### config.mk
export PLATFORM = sky130hd
export DESIGN_NAME = seg7_score_reader
export DESIGN_NICKNAME = d
export VERILOG_FILES = /design/src/rtl/seg7_score_reader.sv
export SDC_FILE = /design/constraint.sdc
export NUM_CORES = 1
export LEC_CHECK = 0
export CORE_MARGIN = 3
export CORE_UTILIZATION = 37
export CTS_CLUSTER_SIZE = 16
export DETAILED_ROUTE_END_ITERATION = 8
export GPL_ROUTABILITY_DRIVEN = 0
export PLACE_DENSITY = 0.56
export SYNTH_ARGS = -nofsm -noshare
export SYNTH_HDL_FRONTEND = slang
export SYNTH_SLANG_ARGS = --single-unit
### constraint.sdc
create_clock -name CLK -period 4.9 [get_ports CLK]
set_input_delay 0.735 -clock CLK [delete_from_list [all_inputs] [get_ports CLK]]
set_output_delay 0.735 -clock CLK [all_outputs]
set_load 0.05 [all_outputs]
### src/rtl/seg7_score_reader.sv
// Snoops a multiplexed 4-digit 7-segment bus and rebuilds the BCD score and DP bits per frame.
// Optional: define SEG7_READER_HEX_EN to also accept the A-F glyphs as valid digits.
module seg7_score_reader #(
    parameter int SETTLE_CYCLES  = 4,
    parameter int TIMEOUT_CYCLES = 800000,
    parameter int TIMEOUT_WIDTH  = 20
) (
    input  logic        CLK,
    input  logic        RESET,
    input  logic [3:0]  SEG_SELECT,
    input  logic [7:0]  DEC_OUT,
    output logic [15:0] SCORE,
    output logic [3:0]  DOTS,
    output logic        SCORE_VALID,
    output logic        SCORE_CHANGED,
    output logic        DECODE_ERR,
    output logic        SEQ_ERR,
    output logic        STALE,
    output logic [1:0]  fsm_state
);

    localparam int SW = $clog2(SETTLE_CYCLES + 1);
    localparam logic [SW-1:0] SETTLE_LAST = SW'(SETTLE_CYCLES - 1);
    localparam logic [SW-1:0] SETTLE_MAX  = SW'(SETTLE_CYCLES);
    localparam logic [TIMEOUT_WIDTH-1:0] TIMEOUT_MAX = TIMEOUT_WIDTH'(TIMEOUT_CYCLES);

    localparam logic [1:0] HUNT    = 2'd0;
    localparam logic [1:0] COLLECT = 2'd1;
    localparam logic [1:0] DONE    = 2'd2;

    logic [3:0]  s_q, prev_s;
    logic [7:0]  d_q, prev_d;
    logic [SW-1:0] stable_cnt;
    logic        same;
    logic        sel_ok;
    logic [1:0]  cap_digit;
    logic        cap;
    logic [3:0]  nib;
    logic        bad;
    logic [1:0]  state;
    logic [1:0]  expect_digit;
    logic [15:0] work;
    logic [3:0]  work_dots;
    logic        seen_frame;
    logic [TIMEOUT_WIDTH-1:0] tcnt;

    assign same      = ({s_q, d_q} == {prev_s, prev_d});
    assign cap       = same && sel_ok && (stable_cnt == SETTLE_LAST);
    assign STALE     = (tcnt == TIMEOUT_MAX);
    assign fsm_state = state;

    always_comb begin
        sel_ok    = 1'b1;
        cap_digit = 2'd0;
        case (s_q)
            4'b1110: cap_digit = 2'd0;
            4'b1101: cap_digit = 2'd1;
            4'b1011: cap_digit = 2'd2;
            4'b0111: cap_digit = 2'd3;
            default: sel_ok = 1'b0;
        endcase
    end

    // Unknown glyphs become 0xF so a bad digit still yields a complete frame.
    always_comb begin
        nib = 4'hF;
        bad = 1'b0;
        case (d_q[6:0])
            7'b1000000: nib = 4'h0;
            7'b1111001: nib = 4'h1;
            7'b0100100: nib = 4'h2;
            7'b0110000: nib = 4'h3;
            7'b0011001: nib = 4'h4;
            7'b0010010: nib = 4'h5;
            7'b0000010: nib = 4'h6;
            7'b1111000: nib = 4'h7;
            7'b0000000: nib = 4'h8;
            7'b0010000: nib = 4'h9;
`ifdef SEG7_READER_HEX_EN
            7'b0001000: nib = 4'hA;
            7'b0000011: nib = 4'hB;
            7'b1000110: nib = 4'hC;
            7'b0100001: nib = 4'hD;
            7'b0000110: nib = 4'hE;
            7'b0001110: nib = 4'hF;
`endif
            default:    bad = 1'b1;
        endcase
    end

    always_ff @(posedge CLK) begin
        if (RESET) begin
            s_q        <= 4'd0;
            d_q        <= 8'd0;
            prev_s     <= 4'd0;
            prev_d     <= 8'd0;
            stable_cnt <= '0;
        end else begin
            s_q    <= SEG_SELECT;
            d_q    <= DEC_OUT;
            prev_s <= s_q;
            prev_d <= d_q;
            if (!same)
                stable_cnt <= '0;
            else if (stable_cnt != SETTLE_MAX)
                stable_cnt <= stable_cnt + 1'b1;
        end
    end

    always_ff @(posedge CLK) begin
        if (RESET) begin
            state         <= HUNT;
            expect_digit  <= 2'd0;
            work          <= 16'd0;
            work_dots     <= 4'd0;
            seen_frame    <= 1'b0;
            SCORE         <= 16'd0;
            DOTS          <= 4'd0;
            SCORE_VALID   <= 1'b0;
            SCORE_CHANGED <= 1'b0;
            DECODE_ERR    <= 1'b0;
            SEQ_ERR       <= 1'b0;
        end else begin
            SCORE_VALID   <= 1'b0;
            SCORE_CHANGED <= 1'b0;
            SEQ_ERR       <= 1'b0;
            case (state)
                HUNT: begin
                    if (cap && cap_digit == 2'd0) begin
                        work[{cap_digit, 2'b00} +: 4] <= nib;
                        work_dots[cap_digit]          <= ~d_q[7];
                        if (bad) DECODE_ERR <= 1'b1;
                        expect_digit <= 2'd1;
                        state        <= COLLECT;
                    end
                end
                COLLECT: begin
                    if (cap) begin
                        if (cap_digit == expect_digit) begin
                            work[{cap_digit, 2'b00} +: 4] <= nib;
                            work_dots[cap_digit]          <= ~d_q[7];
                            if (bad) DECODE_ERR <= 1'b1;
                            if (expect_digit == 2'd3)
                                state <= DONE;
                            else
                                expect_digit <= expect_digit + 2'd1;
                        end else begin
                            SEQ_ERR <= 1'b1;
                            // A stray digit0 is taken as the start of a fresh frame.
                            if (cap_digit == 2'd0) begin
                                work[{cap_digit, 2'b00} +: 4] <= nib;
                                work_dots[cap_digit]          <= ~d_q[7];
                                if (bad) DECODE_ERR <= 1'b1;
                                expect_digit <= 2'd1;
                            end else begin
                                state <= HUNT;
                            end
                        end
                    end
                end
                DONE: begin
                    SCORE         <= work;
                    DOTS          <= work_dots;
                    SCORE_VALID   <= 1'b1;
                    SCORE_CHANGED <= !seen_frame || (work != SCORE) || (work_dots != DOTS);
                    seen_frame    <= 1'b1;
                    state         <= HUNT;
                end
                default: state <= HUNT;
            endcase
        end
    end

    always_ff @(posedge CLK) begin
        if (RESET)
            tcnt <= '0;
        else if (state == DONE)
            tcnt <= '0;
        else if (tcnt != TIMEOUT_MAX)
            tcnt <= tcnt + 1'b1;
    end

endmodule

==> results.sh, run 1 <==
export IMPL_synthTopCellsByCount="96 x dfxtp_1, 37 x nor2_1, 34 x xor2_1"
export IMPL_routed_wl_um=9050
export IMPL_ys_async_sr_fraction=0
export IMPL_cts_made_buffers=9
export IMPL_yosysMostFrequentCell="dfxtp_1"
export IMPL_postPlaceCellArea_mm2=0.00482
export IMPL_syn_cell_area_mm2=0.00433
export IMPL_clk_pin_slew_ns=0.06
export IMPL_antenna_found_initial=0
export IMPL_htree_levels=3
export IMPL_cts_setup_buffers=0
export IMPL_rsz0062_at_grt="false"
export IMPL_vias_per_cell=5.16
export IMPL_drtIter0Drc=158
export IMPL_cts_tree="yes"
export IMPL_dp_hpwl_um=6500
export IMPL_wl_per_cell_um=14.2
export IMPL_tightest_slew_ns=0.683
export IMPL_die_x_um=114
export IMPL_io_pins=41
export IMPL_drc_errors=0
export IMPL_synth_cells=461
export IMPL_num_vias=3280
export IMPL_pwr_density_cell_mw_per_mm2=307
export IMPL_row_count=38
export IMPL_min_period_ns=3.36
export IMPL_placement_setup_worst_slack_ns=1.81
export IMPL_cts_root_buf="clkbuf_16"
export IMPL_final_setup_tns_ns=0
export IMPL_synth_edff_count=0
export IMPL_clock_fmax_ghz=0.298
export IMPL_setup_ws_ns=1.54
export IMPL_cts_sinks=96
export IMPL_grt_start_max_net_pins=44
export IMPL_grtUsageTotal=0.144
export IMPL_hold_class="reg -> reg"
export IMPL_postRouteAntennaNets=0
export IMPL_ys_flop_type="dfxtp_1"
export IMPL_cap_violations=0
export IMPL_synth_area_leaders="dfxtp_1 44%, xor2_1 6.9%, a22o_1 4.0%, xnor2_1 3.8%, nor2_1 3.2%"
export IMPL_die_area_mm2=0.0130
export IMPL_whs_ns=0.486
export IMPL_clk_latency_ns=0.34
export IMPL_p_total_mw=1.57
export IMPL_ir_drop_uv=179
export IMPL_synth_seq_cells=96
export IMPL_crit_required_ns=4.16
export IMPL_synth_cell_types=61
export IMPL_finalHoldViolations=0
export IMPL_syn_nets=485
export IMPL_period_share=0.685
export IMPL_core_area_mm2=0.0111
export IMPL_clock_path_buffers=2
export IMPL_dpl_cell_count=621
export IMPL_fin_nets=516
export IMPL_die_height_um=114
export IMPL_grt_pass1_wl_um=15100
export IMPL_fin_area_mm2=0.00510
export IMPL_diodes=0
export IMPL_yosys_area_top_type_share=0.444
export IMPL_outcome="finished, final reports clean"
export IMPL_yosysTopAreaCell="dfxtp_1"
export IMPL_slew_headroom=0.539
export IMPL_path_class="reg -> out"
export IMPL_first_global_vias=3091
export IMPL_yosys_warnings=0
export IMPL_syn_to_final_growth_pct=17.9
export IMPL_drive_gt1_frac=0.0565
export IMPL_drv_slew=0
export IMPL_ctsResizeCount=0
export IMPL_yosysSeqAreaShare=0.444
export IMPL_cp_arrival_ns=2.62
export IMPL_path_max_fanout=6
export IMPL_hold_buffers=0
export IMPL_critPathLaunchType="flip-flop"
export IMPL_final_cells=636
export IMPL_cp_end_kind="output port"
export IMPL_skew_ns=0.00781
export IMPL_final_util=0.459
export IMPL_finalSetupViolCount=0
export IMPL_start_util=0.389
export IMPL_drt_pass1_iterations=5
export IMPL_grt_overflow=0
export IMPL_avgSynthCellArea_um2=9.39
export IMPL_port_buffers=40
export IMPL_p_leak_nw=1.94
## final timing paths
path	start	to	slack, ns	cells past startpoint
min reg2reg	seen_frame	seen_frame	0.49	1
min	seen_frame	seen_frame	0.49	1
max reg2reg	s_q[1]	work[5]	2.24	8
max	tcnt[5]	STALE	1.54	3
## area by class of cell
class	count	area [um2]
Tap cell	140	175
Sequential cell	96	1920
Clock buffer	12	236
Timing Repair Buffer	43	423
Clock inverter	3	43.8
Multi-Input combinational cell	325	2240
Fill cell	1104	6020
Inverter	17	63.8
## critical path, stage by stage (launching register included)
cell and delay (ns):
dfxtp_1 0.35, or4_1 0.53, nor4_2 0.50, clkdlybuf4s50_1 0.91
## report_power, final
part / internal, mW / switching [mW] / leakage (nW) / total, mW
logic: 0.0356 / 0.0447 / 1.02 / 0.0803
clock network: 0.393 / 0.284 / 0.137 / 0.678
registers: 0.792 / 0.0176 / 0.779 / 0.809
## cells by family after synthesis
group	synth area share
xor+xnor	0.107
simple gates	0.246
fa+ha+maj	0.0289
buf+inv	0.0390
compound gates	0.119
flops	0.444
mux	0.0165
## registers in the layout, summed over array words and instances (netlist names), 3 cells and up
name,flops
work,16
tcnt,20
d_q,8
stable_cnt,3
prev_d,8
work_dots,4
DOTS,4
prev_s,4
s_q,4
SCORE,16
## routing by layer
metal | global-route usage | routed length, um | vias up
met5 | 0 | 0 | -
met4 | 0.0546 | 146 | 0
met3 | 0.0365 | 378 | 11
met2 | 0.221 | 4000 | 66
met1 | 0.196 | 4530 | 1511
li1 | - | - | 1692
## cell usage in the layout, fill, tap and decap left out, drive strengths merged, types with 16 or more instances in the layout
cell type,synthesis,routed
dfxtp,96,96
xnor2,19,19
nor2,37,37
xor2,34,34
nor2b,19,19
inv,16,16
nand2,25,25
clkdlybuf4s50,0,40
nand3,26,26
a22o,20,20
Power figures use the tool's default switching activity.
==> inputs of run 2 (changes only) <==
--- a/config.mk
+++ b/config.mk
@@ -10,7 +10,7 @@
 export CTS_CLUSTER_SIZE = 16
 export DETAILED_ROUTE_END_ITERATION = 8
 export GPL_ROUTABILITY_DRIVEN = 0
-export PLACE_DENSITY = 0.56
+export PLACE_DENSITY = 0.58
 export SYNTH_ARGS = -nofsm -noshare
 export SYNTH_HDL_FRONTEND = slang
 export SYNTH_SLANG_ARGS = --single-unit
==> constraint.sdc (replaced) <==
create_clock -name CLK -period 2.9 [get_ports CLK]
set_input_delay 0.435 -clock CLK [delete_from_list [all_inputs] [get_ports CLK]]
set_output_delay 0.435 -clock CLK [all_outputs]
set_load 0.05 [all_outputs]
==> results.sh, run 2 (synthesis gave the netlist of run 1 again) <==
export IMPL_finalSetupViolCount=0
export IMPL_port_buffers=40
export IMPL_postRouteAntennaNets=0
export IMPL_switching_power_mw=0.648
export IMPL_whs_ns=0.456
export IMPL_die_area_mm2=0.0130
export IMPL_sw_frac_of_total=0.246
export IMPL_drtIter0Drc=195
export IMPL_largest_reg_flops=20
export IMPL_outcome="finished, final reports clean"
export IMPL_path_max_fanout=11
export IMPL_slowest_delay_ns=0.54
export IMPL_final_cell_mix="96 x dfxtp_1, 39 x clkdlybuf4s50_1, 37 x nor2_1"
export IMPL_fin_nets=520
export IMPL_clk_latency_ns=0.34
export IMPL_wl_per_cell_um=14.3
export IMPL_cp_end_kind="flip-flop"
export IMPL_path_buf_inv=1
export IMPL_die_height_um=114
export IMPL_cts_setup_buffers=0
export IMPL_vias_per_cell=5.14
export IMPL_period_share=0.896
export IMPL_first_global_vias=3158
export IMPL_grt_pass1_wl_um=15600
export IMPL_skew_ns=0.00924
export IMPL_cts_made_buffers=9
export IMPL_routed_wl_um=9180
export IMPL_crit_required_ns=3.14
export IMPL_tightest_slew_ns=0.588
export IMPL_reg_top3="tcnt x20, SCORE x16, work x16"
export IMPL_crit_chain="xor2_1 -> and3_1 -> inv_1 -> ha_1 -> a2111o_1 -> and3_1 -> and4_1 -> a31o_1"
export IMPL_p_leak_nw=1.96
export IMPL_num_vias=3297
export IMPL_cts_tree="yes"
export IMPL_die_x_um=114
export IMPL_ctsResizeCount=0
export IMPL_finalHoldViolations=0
export IMPL_htree_levels=3
export IMPL_final_common_cell="dfxtp_1"
export IMPL_path_class="reg -> reg"
export IMPL_grt_start_max_net_pins=24
export IMPL_diodes=0
export IMPL_cts_sinks=96
export IMPL_drt_pass1_iterations=4
export IMPL_r2r_slack_ns=0.30
export IMPL_ir_drop_uv=238
export IMPL_start_util=0.389
export IMPL_critPathLaunchType="flip-flop"
export IMPL_drv_slew=0
export IMPL_clock_path_buffers=2
export IMPL_clkPwrFrac=0.429
export IMPL_p_comb_frac=0.053
export IMPL_drc_errors=0
export IMPL_core_area_mm2=0.0111
export IMPL_pwr_density_cell_mw_per_mm2=514
export IMPL_syn_to_final_growth_pct=18.4
export IMPL_clock_fmax_ghz=0.385
export IMPL_hold_class="reg -> reg"
export IMPL_p_int_mw=1.99
export IMPL_grtUsageTotal=0.147
export IMPL_cap_violations=0
export IMPL_hold_buffers=0
export IMPL_row_count=38
export IMPL_seq_power_share=0.518
export IMPL_clk_pin_slew_ns=0.07
export IMPL_io_pins=41
export IMPL_dp_hpwl_um=6670
export IMPL_drive_gt1_frac=0.0739
export IMPL_final_setup_tns_ns=0
export IMPL_antenna_found_initial=0
export IMPL_top_register="tcnt"
export IMPL_cts_root_buf="clkbuf_16"
export IMPL_cp_arrival_ns=2.84
export IMPL_path_common_cell="and3_1"
export IMPL_cpMaxStageDelayCell="dfxtp_1"
export IMPL_cp_top_family="simple AND/OR/NAND/NOR gates"
export IMPL_grt_overflow=0
export IMPL_slew_headroom=0.607
export IMPL_rsz0062_at_grt="false"
export IMPL_min_period_ns=2.60
-- run 2: path summary, 6_finish.rpt --
kind               from          to  cells after the start
max              s_q[1]     work[7]                      8
min          seen_frame  seen_frame                      1
max reg2reg      s_q[1]     work[7]                      8
min reg2reg  seen_frame  seen_frame                      1
-- run 2: per-layer routing --
| layer | vias to the layer above | routed length (um) | global-route usage |
|---|---|---|---|
| li1 | 1693 | - | - |
| met3 | 19 | 340 | 0.0254 |
| met2 | 67 | 4030 | 0.224 |
| met1 | 1518 | 4620 | 0.208 |
| met5 | - | 0 | 0 |
| met4 | 0 | 187 | 0.0570 |
-- run 2: final cells by class --
class | instances | area [um2]
inverter | 17 | 63.8
clock inverter | 7 | 52.6
timing repair buffer | 47 | 450
tap | 140 | 175
sequential | 96 | 1920
clock buffer | 9 | 225
fill | 1095 | 6000
multi-input combinational | 325 | 2240
-- run 2: power groups by stage --
| stage | clock [mW] | sequential (mW) | combinational (mW) |
|---|---|---|---|
| 2_1_floorplan | 0 | 1.38 | 0.114 |
| 3_3_place_gp | 0 | 1.40 | 0.138 |
| 3_5_place_dp | 0 | 1.40 | 0.140 |
| 4_1_cts | 1.16 | 1.37 | 0.141 |
| 5_1_grt | 1.22 | 1.37 | 0.157 |
| 6_report | 1.13 | 1.37 | 0.140 |
-- run 2: per-stage QoR --
| step | util | power [mW] | cells | instance area [um2] | setup WS (ns) |
|---|---|---|---|---|---|
| finish | 0.461 | 2.64 | 641 | 5130 | 0.302 |
| global route | 0.461 | 2.75 | 641 | 5130 | 0.0951 |
| CTS | 0.461 | 2.66 | 641 | 5130 | 0.315 |
| detailed placement | 0.436 | 1.54 | 625 | 4850 | 0.330 |
| global placement | 0.436 | 1.53 | 625 | 4850 | 0.469 |
| floorplan | - | 1.49 | 461 | 4330 | 0.466 |
==> inputs of run 3 (changes only) <==
--- a/config.mk
+++ b/config.mk
@@ -6,11 +6,11 @@
 export NUM_CORES = 1
 export LEC_CHECK = 0
 export CORE_MARGIN = 3
-export CORE_UTILIZATION = 37
+export CORE_UTILIZATION = 50
 export CTS_CLUSTER_SIZE = 16
 export DETAILED_ROUTE_END_ITERATION = 8
 export GPL_ROUTABILITY_DRIVEN = 0
-export PLACE_DENSITY = 0.58
+export PLACE_DENSITY = 0.74
 export SYNTH_ARGS = -nofsm -noshare
 export SYNTH_HDL_FRONTEND = slang
 export SYNTH_SLANG_ARGS = --single-unit
==> results.sh, run 3 (synthesis gave the netlist of run 1 again) <==
export IMPL_fin_nets=519
export IMPL_slowest_delay_ns=0.57
export IMPL_ctsResizeCount=0
export IMPL_clk_pin_slew_ns=0.09
export IMPL_grt_overflow=0
export IMPL_io_pins=41
export IMPL_r2r_slack_ns=0.32
export IMPL_outcome="finished, final reports clean"
export IMPL_port_buffers=40
export IMPL_grt_start_max_net_pins=23
export IMPL_cts_made_buffers=9
export IMPL_worst_r2r_startpoint="s_q[3]"
export IMPL_cts_setup_buffers=0
export IMPL_first_global_vias=3152
export IMPL_crit_required_ns=3.16
export IMPL_crit_path_start="s_q[3]"
export IMPL_die_area_mm2=0.00981
export IMPL_pwr_density_cell_mw_per_mm2=476
export IMPL_largest_reg_flops=20
export IMPL_grt_pass1_wl_um=15000
export IMPL_drtIter0Drc=149
export IMPL_p_leak_nw=1.91
export IMPL_min_from="seen_frame"
export IMPL_clock_path_buffers=2
export IMPL_clock_fmax_ghz=0.388
export IMPL_postPlaceCellArea_mm2=0.00480
export IMPL_grtUsageTotal=0.187
export IMPL_cpMaxStageDelayCell="dfxtp_1"
export IMPL_final_common_cell="dfxtp_1"
export IMPL_skew_ns=0.0166
export IMPL_ir_drop_uv=251
export IMPL_num_vias=3383
export IMPL_setup_ws_ns=0.321
export IMPL_cp_arrival_ns=2.84
export IMPL_final_cell_mix="96 x dfxtp_1, 39 x clkdlybuf4s50_1, 37 x nor2_1"
export IMPL_hold_class="reg -> reg"
export IMPL_fin_area_mm2=0.00499
export IMPL_cts_sinks=96
export IMPL_tightest_slew_ns=0.786
export IMPL_path_max_fanout=12
export IMPL_start_util=0.522
export IMPL_path_class="reg -> reg"
export IMPL_die_x_um=99.1
export IMPL_clk_latency_ns=0.37
export IMPL_antenna_found_initial=0
export IMPL_routed_wl_um=8860
export IMPL_critPathLaunchType="flip-flop"
export IMPL_drv_slew=0
export IMPL_cp_end_kind="flip-flop"
export IMPL_slew_headroom=0.468
export IMPL_crit_chain="xor2_1 -> and3_1 -> inv_1 -> ha_1 -> a2111o_1 -> and3_1 -> and4_1 -> a31o_1"
export IMPL_cts_root_buf="clkbuf_8"
export IMPL_min_period_ns=2.58
export IMPL_final_setup_tns_ns=0
export IMPL_path_common_cell="and3_1"
export IMPL_rsz0062_at_grt="false"
export IMPL_finalHoldViolations=0
export IMPL_period_share=0.889
export IMPL_vias_per_cell=5.59
export IMPL_cts_tree="yes"
export IMPL_wl_per_cell_um=14.6
export IMPL_finalSetupViolCount=0
export IMPL_whs_ns=0.492
export IMPL_core_area_mm2=0.00830
export IMPL_hold_buffers=0
export IMPL_top_register="tcnt"
export IMPL_htree_levels=3
export IMPL_reg_top3="tcnt x20, SCORE x16, work x16"
export IMPL_die_height_um=99.1
export IMPL_drive_gt1_frac=0.0700
export IMPL_placement_setup_worst_slack_ns=0.367
export IMPL_diodes=0
export IMPL_drc_errors=0
export IMPL_postRouteAntennaNets=0
export IMPL_drt_pass1_iterations=4
export IMPL_cap_violations=0
export IMPL_row_count=33
export IMPL_syn_to_final_growth_pct=15.3
export IMPL_dp_hpwl_um=6390
==> run 3: cell types whose count changed in the layout (fill, tap and decap cells not counted), sizes merged <==
cell      before  now
buf            8    7
bufinv         0    1
clkbuf         9   10
clkinv         4    3
clkinvlp       1    2
inv           19   17
==> run 3: power by group <==
group / leakage [nW] / switching, mW / internal, mW / total [mW]
Clock: 0.0929 / 0.470 / 0.402 / 0.872
Sequential: 0.779 / 0.0304 / 1.34 / 1.37
Combinational: 1.04 / 0.0764 / 0.0620 / 0.138
Total: 1.91 / 0.577 / 1.80 / 2.38
==> run 3: final timing paths <==
kind                                   end  depth (start not counted)
worst max-delay path               work[7]                          8
worst min-delay path            seen_frame                          1
worst max register to register     work[7]                          8
worst min register to register  seen_frame                          1
==> run 3: final cells by class <==
cell class / instances / area, um2
repair buffers: 46 / 443
inverters: 17 / 63.8
clock buffers: 10 / 128
flip-flops and latches: 96 / 1920
fillers: 737 / 3300
well taps: 105 / 131
clock inverters: 6 / 67.6
multi-input cells: 325 / 2240
==> run 3: metal layers <==
metal	GRT usage	vias to the layer above	wire, um
li1	-	1707	-
met1	0.250	1604	4290
met2	0.303	59	4110
met3	0.0354	13	312
met4	0.0693	0	150
met5	0	-	0
==> run 3: stage by stage <==
step / util / total power [mW] / instances
6_report: 0.602 / 2.38 / 605
5_1_grt: 0.602 / 2.46 / 605
4_1_cts: 0.602 / 2.39 / 605
3_5_place_dp: 0.578 / 1.54 / 589
3_3_place_gp: 0.578 / 1.53 / 589
2_1_floorplan: - / 1.49 / 461
==> run 3: critical path: cells and delay by family, from the launching register on <==
kind / cells / cell delay, ns
fa+ha+maj: 1 / 0.27
xor+xnor: 1 / 0.18
flops: 1 / 0.57
buf+inv: 1 / 0.12
compound gates: 2 / 0.52
simple gates: 3 / 0.83
